==> config.mk <==
export PLATFORM = sky130hd
export DESIGN_NAME = random_arbiter_flat
export DESIGN_NICKNAME = d
export VERILOG_FILES = /design/src/rtl/random_arbiter_if.sv /design/src/rtl/random_arbiter.sv /design/src/flat_wrapper.sv
export SDC_FILE = /design/constraint.sdc
export NUM_CORES = 1
export LEC_CHECK = 0
export BUFFER_PORTS_ARGS = -buffer_cell sky130_fd_sc_hd__buf_2
export CORE_MARGIN = 3
export CORE_UTILIZATION = 30
export CTS_BUF_LIST = sky130_fd_sc_hd__clkbuf_8
export CTS_CLUSTER_DIAMETER = 40
export CTS_CLUSTER_SIZE = 28
export DETAILED_ROUTE_END_ITERATION = 12
export PLACE_DENSITY = 0.65
export SYNTH_ARGS = -nofsm -noshare
export SYNTH_HDL_FRONTEND = slang
export SYNTH_SLANG_ARGS = --single-unit
==> constraint.sdc <==
create_clock -name clk -period 4.9 [get_ports clk]
set_input_delay 0.245 -clock clk [delete_from_list [all_inputs] [get_ports clk]]
set_output_delay 0.245 -clock clk [all_outputs]
set_load 0.05 [all_outputs]
==> src/rtl/random_arbiter_if.sv <==
// random_arbiter_if: requester-side and device-side signal bundle for random_arbiter.
//   Requester side : reqRead, reqWrite, reqDataIn (in to arbiter); grant, rspValid,
//                    rspData, rspError, busy (out of arbiter)
//   Device side    : devRead, devWrite, devDataIn (out of arbiter); devReadValid,
//                    devDataOut (in to arbiter)
//   slave  modport : the arbiter's view
//   master modport : the environment's view (clients plus random device)
interface random_arbiter_if #(
  parameter int unsigned NUM_REQ = 4
);
  logic [NUM_REQ-1:0]    reqRead;
  logic [NUM_REQ-1:0]    reqWrite;
  logic [NUM_REQ*32-1:0] reqDataIn;
  logic [NUM_REQ-1:0]    grant;
  logic [NUM_REQ-1:0]    rspValid;
  logic [31:0]           rspData;
  logic                  rspError;
  logic                  busy;
  logic                  devRead;
  logic                  devWrite;
  logic [31:0]           devDataIn;
  logic                  devReadValid;
  logic [31:0]           devDataOut;

  modport slave (
    input  reqRead, reqWrite, reqDataIn, devReadValid, devDataOut,
    output grant, rspValid, rspData, rspError, busy, devRead, devWrite, devDataIn
  );

  modport master (
    output reqRead, reqWrite, reqDataIn, devReadValid, devDataOut,
    input  grant, rspValid, rspData, rspError, busy, devRead, devWrite, devDataIn
  );
endinterface

==> src/rtl/random_arbiter.sv <==
// random_arbiter: round-robin sharing of one random-number device among NUM_REQ
// requesters, one transaction in flight. Writes (seeds) take IDLE->ISSUE->IDLE;
// reads take IDLE->ISSUE->WAIT->RESP->IDLE and route the returned word to the owner.
// Ports:
//   clk    : system clock, rising edge
//   reset  : asynchronous active-low reset
//   bus    : random_arbiter_if.slave (requester and device signals)
// Parameters:
//   NUM_REQ : number of requesters (2..8)
//   TIMEOUT : WAIT-cycle bound before a forced error response
// Optional feature: define RANDOM_ARB_TIMEOUT_EN to bound WAIT by TIMEOUT cycles;
// otherwise WAIT is unbounded and rspError stays 0.
module random_arbiter #(
  parameter int unsigned NUM_REQ = 4,
  parameter int unsigned TIMEOUT = 15
) (
  input  logic           clk,
  input  logic           reset,
  random_arbiter_if.slave bus
);

  localparam int unsigned PTR_W  = $clog2(NUM_REQ);
  localparam int unsigned CAND_W = PTR_W + 1;

  if (NUM_REQ < 2 || NUM_REQ > 8) begin : g_num_req_check
    $error("random_arbiter: NUM_REQ must be in 2..8");
  end
  if (TIMEOUT < 1) begin : g_timeout_check
    $error("random_arbiter: TIMEOUT must be at least 1");
  end

  typedef enum logic [1:0] {S_IDLE, S_ISSUE, S_WAIT, S_RESP} state_t;

  state_t             state, state_n;
  logic [PTR_W-1:0]   rr_ptr, rr_ptr_n;
  logic               is_wr, is_wr_n;
  logic [NUM_REQ-1:0] grant_q, grant_n;
  logic [NUM_REQ-1:0] rsp_valid_q, rsp_valid_n;
  logic [31:0]        rsp_data_q, rsp_data_n;
  logic               rsp_error_q, rsp_error_n;
  logic               busy_q, busy_n;
  logic               dev_read_q, dev_read_n;
  logic               dev_write_q, dev_write_n;
  logic [31:0]        dev_data_q, dev_data_n;

`ifdef RANDOM_ARB_TIMEOUT_EN
  localparam int unsigned CNT_W = ($clog2(TIMEOUT + 1) > 4) ? $clog2(TIMEOUT + 1) : 4;
  logic [CNT_W-1:0] to_cnt, to_cnt_n;
`endif

  // Round-robin search: first requester at rr_ptr+1, rr_ptr+2, ... modulo NUM_REQ
  logic [NUM_REQ-1:0] req_any;
  logic               win_found;
  logic [PTR_W-1:0]   win_idx;
  logic [CAND_W-1:0]  cand;
  logic [31:0]        win_data;

  assign req_any = bus.reqRead | bus.reqWrite;

  always_comb begin
    win_found = 1'b0;
    win_idx   = rr_ptr;
    cand      = '0;
    for (int unsigned i = 1; i <= NUM_REQ; i++) begin
      cand = CAND_W'(rr_ptr) + CAND_W'(i);
      if (cand >= CAND_W'(NUM_REQ)) cand = cand - CAND_W'(NUM_REQ);
      if (!win_found && req_any[cand[PTR_W-1:0]]) begin
        win_found = 1'b1;
        win_idx   = cand[PTR_W-1:0];
      end
    end
  end

  // Winner's write-data slice
  always_comb begin
    win_data = '0;
    for (int unsigned i = 0; i < NUM_REQ; i++) begin
      if (win_idx == PTR_W'(i)) win_data = bus.reqDataIn[32*i +: 32];
    end
  end

  // Next-state and next-output logic; outputs are registered from these
  always_comb begin
    state_n     = state;
    rr_ptr_n    = rr_ptr;
    is_wr_n     = is_wr;
    grant_n     = '0;
    rsp_valid_n = '0;
    rsp_data_n  = rsp_data_q;
    rsp_error_n = 1'b0;
    dev_read_n  = 1'b0;
    dev_write_n = 1'b0;
    dev_data_n  = dev_data_q;
`ifdef RANDOM_ARB_TIMEOUT_EN
    to_cnt_n    = to_cnt;
`endif
    unique case (state)
      S_IDLE: begin
        if (win_found) begin
          state_n          = S_ISSUE;
          rr_ptr_n         = win_idx;
          grant_n[win_idx] = 1'b1;
          // A write wins over a read from the same requester
          is_wr_n          = bus.reqWrite[win_idx];
          if (bus.reqWrite[win_idx]) begin
            dev_write_n = 1'b1;
            dev_data_n  = win_data;
          end else begin
            dev_read_n  = 1'b1;
          end
        end
      end
      S_ISSUE: begin
        if (is_wr) begin
          state_n = S_IDLE;
        end else begin
          state_n = S_WAIT;
`ifdef RANDOM_ARB_TIMEOUT_EN
          to_cnt_n = '0;
`endif
        end
      end
      S_WAIT: begin
        // devReadValid takes priority over a timeout in the same cycle
        if (bus.devReadValid) begin
          state_n             = S_RESP;
          rsp_valid_n[rr_ptr] = 1'b1;
          rsp_data_n          = bus.devDataOut;
        end
`ifdef RANDOM_ARB_TIMEOUT_EN
        else if (to_cnt == CNT_W'(TIMEOUT - 1)) begin
          state_n             = S_RESP;
          rsp_valid_n[rr_ptr] = 1'b1;
          rsp_data_n          = '0;
          rsp_error_n         = 1'b1;
        end else begin
          to_cnt_n = to_cnt + CNT_W'(1);
        end
`endif
      end
      S_RESP: state_n = S_IDLE;
      default: state_n = S_IDLE;
    endcase
    busy_n = (state_n != S_IDLE);
  end

  // State and output registers
  always_ff @(posedge clk or negedge reset) begin
    if (!reset) begin
      state       <= S_IDLE;
      rr_ptr      <= PTR_W'(NUM_REQ - 1);
      is_wr       <= 1'b0;
      grant_q     <= '0;
      rsp_valid_q <= '0;
      rsp_data_q  <= '0;
      rsp_error_q <= 1'b0;
      busy_q      <= 1'b0;
      dev_read_q  <= 1'b0;
      dev_write_q <= 1'b0;
      dev_data_q  <= '0;
`ifdef RANDOM_ARB_TIMEOUT_EN
      to_cnt      <= '0;
`endif
    end else begin
      state       <= state_n;
      rr_ptr      <= rr_ptr_n;
      is_wr       <= is_wr_n;
      grant_q     <= grant_n;
      rsp_valid_q <= rsp_valid_n;
      rsp_data_q  <= rsp_data_n;
      rsp_error_q <= rsp_error_n;
      busy_q      <= busy_n;
      dev_read_q  <= dev_read_n;
      dev_write_q <= dev_write_n;
      dev_data_q  <= dev_data_n;
`ifdef RANDOM_ARB_TIMEOUT_EN
      to_cnt      <= to_cnt_n;
`endif
    end
  end

  assign bus.grant     = grant_q;
  assign bus.rspValid  = rsp_valid_q;
  assign bus.rspData   = rsp_data_q;
  assign bus.rspError  = rsp_error_q;
  assign bus.busy      = busy_q;
  assign bus.devRead   = dev_read_q;
  assign bus.devWrite  = dev_write_q;
  assign bus.devDataIn = dev_data_q;

endmodule

==> src/flat_wrapper.sv <==
// flat-port wrapper written by rule: the top's interface ports become plain ports
module random_arbiter_flat 
#(
  parameter int unsigned NUM_REQ = 4,
  parameter int unsigned TIMEOUT = 15
)
  (clk, reset, bus_reqRead, bus_reqWrite, bus_reqDataIn, bus_devReadValid, bus_devDataOut, bus_grant, bus_rspValid, bus_rspData, bus_rspError, bus_busy, bus_devRead, bus_devWrite, bus_devDataIn);
  random_arbiter_if #(.NUM_REQ(NUM_REQ)) bus_i ();
  input  logic clk;
  input  logic reset;
  input wire logic [$bits(bus_i.reqRead)-1:0] bus_reqRead;
  input wire logic [$bits(bus_i.reqWrite)-1:0] bus_reqWrite;
  input wire logic [$bits(bus_i.reqDataIn)-1:0] bus_reqDataIn;
  input wire logic [$bits(bus_i.devReadValid)-1:0] bus_devReadValid;
  input wire logic [$bits(bus_i.devDataOut)-1:0] bus_devDataOut;
  output wire logic [$bits(bus_i.grant)-1:0] bus_grant;
  output wire logic [$bits(bus_i.rspValid)-1:0] bus_rspValid;
  output wire logic [$bits(bus_i.rspData)-1:0] bus_rspData;
  output wire logic [$bits(bus_i.rspError)-1:0] bus_rspError;
  output wire logic [$bits(bus_i.busy)-1:0] bus_busy;
  output wire logic [$bits(bus_i.devRead)-1:0] bus_devRead;
  output wire logic [$bits(bus_i.devWrite)-1:0] bus_devWrite;
  output wire logic [$bits(bus_i.devDataIn)-1:0] bus_devDataIn;
  assign bus_i.reqRead = bus_reqRead;
  assign bus_i.reqWrite = bus_reqWrite;
  assign bus_i.reqDataIn = bus_reqDataIn;
  assign bus_i.devReadValid = bus_devReadValid;
  assign bus_i.devDataOut = bus_devDataOut;
  assign bus_grant = bus_i.grant;
  assign bus_rspValid = bus_i.rspValid;
  assign bus_rspData = bus_i.rspData;
  assign bus_rspError = bus_i.rspError;
  assign bus_busy = bus_i.busy;
  assign bus_devRead = bus_i.devRead;
  assign bus_devWrite = bus_i.devWrite;
  assign bus_devDataIn = bus_i.devDataIn;
  random_arbiter #(.NUM_REQ(NUM_REQ), .TIMEOUT(TIMEOUT)) u_core (.clk(clk), .reset(reset), .bus(bus_i));
endmodule
==> impl_metrics.py, run 1 <==
metrics = {
    "critical_path": {
        "cp_num_buf_inv": 3,
        "critPathCaptureType": "register",
        "critPathMaxStageDelay_ps": 760,
        "critPathArrivalTime_ps": 3860,
        "cpMaxStageDelayCell": "dfstp_2",
        "critPathMaxFanout": 37,
        "cp.required_ps": 5160,
        "crit_chain": "inv_1 -> ha_1 -> inv_1 -> a211oi_1 -> o31a_2 -> xnor2_4 -> buf_12 -> mux2i_1 -> mux2i_1 -> mux2_1",
        "start_kind": "register",
        "critPathTopFamily": "flip-flops",
        "path_class": "reg -> reg",
    },
    "cts": {
        "cts_setup_buffers": 0,
        "root_buffer": "clkbuf_8",
        "cts_resized": 0,
        "clk_latency_ps": 370,
        "ctsHoldBuffers": 0,
        "numCtsBuffers": 9,
        "cts_sinks": 80,
        "h-tree-depth": 3,
        "cts_buffer_depth": 2,
        "cts.reportedPaths.clkPinSlew_ps": 90,
        "cts_tree": "yes",
    },
    "detailed_routing": {
        "wire_per_inst_um": 14.8,
        "post-route-drc-count": 0,
        "avgViaCountPerCell": 4.59,
        "wl_um": 11200,
        "drt_iter0_drc": 67,
        "drt_pass1_iterations": 4,
        "num_vias": 3466,
        "ant_nets": 0,
    },
    "timing": {
        "rsz0062_at_grt": "false",
        "timing.setup.tns_ps": 0,
        "slew_viol_final": 0,
        "max_clock_freq_mhz": 278,
        "layout_setup_ws_ps": 1310,
        "finClkSkew_ps": 11.5,
        "setup_viol": 0,
        "max_slew_margin_pct": 30.0,
        "fin_crit_ps": 3590,
        "tightestPinTransition_ps": 1050,
        "report.final.hold_viol_count": 0,
        "period_share_pct": 73.3,
        "fin_hold_ws_ps": 14.0,
    },
    "floorplanning": {
        "coreArea_um2": 13900,
        "start_util_pct": 30.9,
        "ios": 247,
        "die_x_um": 126,
        "dieArea_um2": 15800,
        "row_count": 43,
        "die_h_um": 126,
    },
    "synthesis": {
        "seq_area_frac_synth_pct": 46.6,
        "ys_seq_elements": 80,
        "ys_types": 39,
        "synth_top_family_by_area": "multiplexers",
        "synth_fa_ha_area_share_pct": 1.16,
        "synth-simple-area-share_pct": 4.07,
        "synth.avg_cell_area_um2": 13.2,
        "netlist_top_cells_area": "dfrtp_1 45%, mux2i_1 23%, mux2_2 10%",
        "synth.area.mux_share_pct": 40.3,
        "syn-num-nets": 502,
        "synth_compound_area_share_pct": 3.58,
        "yosysTopAreaCell": "dfrtp_1",
        "synth_warnings": 0,
        "synthCells": 327,
        "synth_top_area_share_pct": 45.4,
        "synth_area_um2": 4300,
        "synth_xor_xnor_area_share_pct": 0.844,
    },
    "layout": {
        "final_util_pct": 42.2,
        "nFillCells": 1329,
        "antenna_cells": 0,
        "synthToLayoutAreaGrowth_pct": 36.7,
        "final_layout_size_suffix_gt1_share_pct": 55.1,
        "nets": 745,
    },
    "global_routing": {
        "grt_pass1_wl_um": 17500,
        "grt_max_degree": 81,
        "grt_pass1_vias": 3640,
        "antenna_found_initial": 0,
        "grt_overflow": 0,
        "grtUsageTotal_pct": 13.7,
    },
    "hold_path": {
        "hp-class": "in -> async",
    },
    "placement": {
        "place.gp.congestion": 0.967,
        "dp_slack_ps": 1270,
        "port_buffers": 245,
        "hpwlAfterDp_um": 8560,
    },
    "run_status": {
        "status": "finished clean",
    },
    "job": {
        "max_cap_violations": 0,
    },
}
[final cells by class]
| class | count | area, um2 | share of cell area (%) |
|---|---|---|---|
| Tap cell | 180 | 225 | 3.83 |
| Inverter | 4 | 15.0 | 0.255 |
| Sequential cell | 80 | 2000 | 34.1 |
| Multi-Input combinational cell | 224 | 2170 | 36.9 |
| Clock buffer | 10 | 138 | 2.34 |
| Timing Repair Buffer | 251 | 1290 | 21.9 |
| Clock inverter | 6 | 43.8 | 0.745 |
[metal layers]
layer	track usage [%]	up-vias	wire length, um
met5	0	-	0
met4	4.78	0	191
met3	4.75	16	1040
met2	24.0	157	5630
met1	15.6	1622	4320
li1	-	1671	-
[path summary, 6_finish.rpt]
kind | startpoint | to | cells after the start | slack [ps]
worst max register to register | u_core.rr_ptr[0] | u_core.bus.devDataIn[25] | 10 | 1310
worst min register to register | u_core.bus.devDataIn[21] | u_core.bus.devDataIn[21] | 1 | 480
worst min-delay path | reset | u_core.bus.rspData[28] | 1 | 10
min in group clk | bus_devDataOut[25] | u_core.bus.rspData[25] | 2 | 100
worst max-delay path | u_core.rr_ptr[0] | u_core.bus.devDataIn[25] | 10 | 1310
max in group asynchronous | reset | u_core.bus.grant[2] | 1 | 4200
[Yosys cell counts (all sizes together)]
cell      n
mux2i    99
dfrtp    78
mux2     64
buf      19
nand2     9
nor2      8
and3      5
ha        4
inv       4
a211oi    3
nor3      3
or2       3
a21o      2
a21oi     2
dfstp     2
nor2b     2
nor3b     2
o22ai     2
xnor2     2
a211o     1
a21boi    1
and2      1
conb      1
mux4      1
nand2b    1
nor4      1
o211a     1
o21ai     1
o22a      1
o2bb2ai   1
o31a      1
o31ai     1
o41ai     1
[flip-flops by register name, indices dropped and copies added, names as in the netlist]
name and cells:
u_core.bus.busy 1, u_core.bus.devDataIn 32, u_core.bus.devRead 1, u_core.bus.devWrite 1, u_core.bus.grant 4, u_core.bus.rspData 32, u_core.bus.rspValid 4, u_core.is_wr 1
u_core.rr_ptr 2, u_core.state 2
[kinds of logic after synthesis]
group	Yosys count
buffers and inverters	23
adders and majority gates	4
xor gates and xnor gates	2
other	1
and+or+nand+nor	35
AOI/OAI and AO/OA	18
DFF	80
muxes	164
[stage by stage]
step	cells	cell area, um2
finish	755	5880
detailed placement	739	5700
global route	755	5880
global placement	739	5700
CTS	755	5880
floorplan	327	4300
[cell usage in the layout, fill, tap and decap left out, types with 3 or more instances in the layout]
cell        netlist  routed
a211oi_1          3       3
mux2_1           24      24
and3_1            5       5
clkinvlp_4        0       3
mux2i_1          99      99
inv_1             3       4
nor2_1            8       8
dfrtp_1          78      78
nand2_1           9       9
buf_4             7       6
mux2_2           40      40
nor3_1            3       3
ha_1              4       4
or2_2             3       3
buf_2             6     244
clkbuf_8          0      10
Power of run 1 is not shown: default switching activity piles up to over one toggle a cycle in this logic, so the estimate is an artifact.
==> inputs of run 2 (changes only) <==
- clock period: 4.9 -> 3.7 ns (I/O delays scaled with it)
==> run 2 against run 1 <==
  * The run now ends with hold timing left
  * Global-route usage up 0.49 points
  * Utilization is 0.44 points higher
  * Critical path depth stayed put
  * Sequential cell count is the same
  * Setup slack got worse by 760 ps
  * Maximum frequency is 14% higher
  * Design area rose by 1.0%
  * Routed wire length rose by 0.32%
  * Register-to-register slack got worse by 760 ps
  * Via count increased by 1.4%
==> impl_metrics.py, run 2 (synthesis results as in run 1) <==
metrics = {
    "detailed_routing": {
        "wire_per_inst_um": 14.9,
        "drt_pass1_iterations": 4,
        "wl_um": 11200,
        "num_vias": 3516,
        "drt_iter0_drc": 75,
        "avgViaCountPerCell": 4.66,
        "post-route-drc-count": 0,
        "ant_nets": 0,
    },
    "global_routing": {
        "grtUsageTotal_pct": 14.2,
        "grt_pass1_wl_um": 18200,
        "grt_overflow": 0,
        "grt_max_degree": 81,
        "antenna_found_initial": 0,
        "grt_pass1_vias": 3717,
    },
    "floorplanning": {
        "start_util_pct": 30.9,
        "die_x_um": 126,
        "dieArea_um2": 15800,
        "ios": 247,
        "row_count": 43,
        "coreArea_um2": 13900,
        "die_h_um": 126,
    },
    "critical_path": {
        "cp.required_ps": 3940,
        "critPathArrivalTime_ps": 3400,
        "regToRegEndpoint": "u_core.bus.devDataIn[25]",
        "critPathMaxFanout": 68,
        "timing.critical_path.from": "u_core.rr_ptr[1]",
        "reg2reg_depth": 10,
        "path_class": "reg -> reg",
        "reg2reg_from": "u_core.rr_ptr[1]",
        "reg2reg_slack_ps": 540,
        "start_kind": "register",
        "critPathCaptureType": "register",
    },
    "layout": {
        "final_layout_size_suffix_gt1_share_pct": 55.2,
        "synthToLayoutAreaGrowth_pct": 38.1,
        "final_cell_mix": "244 x buf_2, 99 x mux2i_1, 78 x dfrtp_1, 40 x mux2_2, 24 x mux2_1",
        "antenna_cells": 0,
        "nFillCells": 1337,
        "nets": 744,
        "mostFrequentLayoutCell": "buf_2",
    },
    "timing": {
        "timing.setup.tns_ps": 0,
        "setup_viol": 0,
        "finClkSkew_ps": 12.6,
        "max_slew_margin_pct": 33.5,
        "fin_hold_ws_ps": -8.80,
        "max_clock_freq_mhz": 317,
        "rsz0062_at_grt": "false",
        "slew_viol_final": 0,
        "report.final.hold_viol_count": 24,
        "fin_crit_ps": 3160,
        "period_share_pct": 85.3,
        "tightestPinTransition_ps": 997,
    },
    "cts": {
        "cts_resized": 0,
        "cts.reportedPaths.clkPinSlew_ps": 80,
        "h-tree-depth": 3,
        "cts_tree": "yes",
        "cts_setup_buffers": 0,
        "numCtsBuffers": 9,
        "ctsHoldBuffers": 0,
        "cts_buffer_depth": 2,
        "root_buffer": "clkbuf_8",
        "clk_latency_ps": 370,
        "cts_sinks": 80,
    },
    "placement": {
        "place.gp.congestion": 0.912,
        "hpwlAfterDp_um": 8490,
        "port_buffers": 245,
    },
    "run_status": {
        "status": "finished with violations",
        "violations": "hold timing",
    },
    "job": {
        "max_cap_violations": 0,
    },
    "hold_path": {
        "hp-class": "in -> async",
    },
}
run 2: critical path, stage by stage (launching register included):
cell,delay (ps)
dfstp_2,560
inv_1,140
ha_1,340
inv_1,40
a211oi_1,410
o31a_2,300
xnor2_4,140
buf_12,360
mux2i_1,250
mux2i_1,90
mux2_1,310
run 2: how the worst max path moves through the flow:
| stage | end | slack, ps | depth (start not counted) |
|---|---|---|---|
| 3_3_place_gp | u_core.bus.devDataIn[23] | 690 | 8 |
| 6_report | u_core.bus.devDataIn[25] | 540 | 10 |
| 5_1_grt | u_core.bus.devDataIn[4] | 300 | 10 |
| 4_1_cts | u_core.bus.devDataIn[24] | 540 | 10 |
| 2_1_floorplan | u_core.bus.devDataIn[10] | 680 | 12 |
| 3_5_place_dp | u_core.bus.devDataIn[17] | 550 | 10 |
run 2: metrics by stage:
stage / area, um2 / util [%] / setup slack, ps / hold WS, ps / std cells
after global placement: 5700 / 40.9 / 685 / 406 / 738
after CTS: 5940 / 42.6 / 537 / 2.32 / 754
after floorplan: 4300 / - / 677 / -111 / 327
final: 5940 / 42.6 / 544 / -8.80 / 754
after detailed placement: 5700 / 40.9 / 553 / 422 / 738
after global routing: 5940 / 42.6 / 304 / 6.34 / 754
run 2: layer usage:
| layer | vias to the layer above | GRT usage, % | share of wire [%] |
|---|---|---|---|
| met5 | - | 0 | 0 |
| met4 | 0 | 5.23 | 1.2 |
| met3 | 11 | 4.24 | 9.1 |
| met2 | 154 | 25.6 | 52 |
| met1 | 1679 | 15.8 | 38 |
| li1 | 1672 | - | - |
run 2: cell type report:
| class | count | area (um2) | area share (%) |
|---|---|---|---|
| clock buffer | 9 | 124 | 2.09 |
| clock inverter | 7 | 114 | 1.92 |
| inverter | 4 | 15.0 | 0.253 |
| multi-input combinational | 224 | 2170 | 36.5 |
| sequential | 80 | 2000 | 33.7 |
| tap | 180 | 225 | 3.79 |
| timing repair buffer | 250 | 1290 | 21.7 |
Power of run 2 is left out for the same reason.
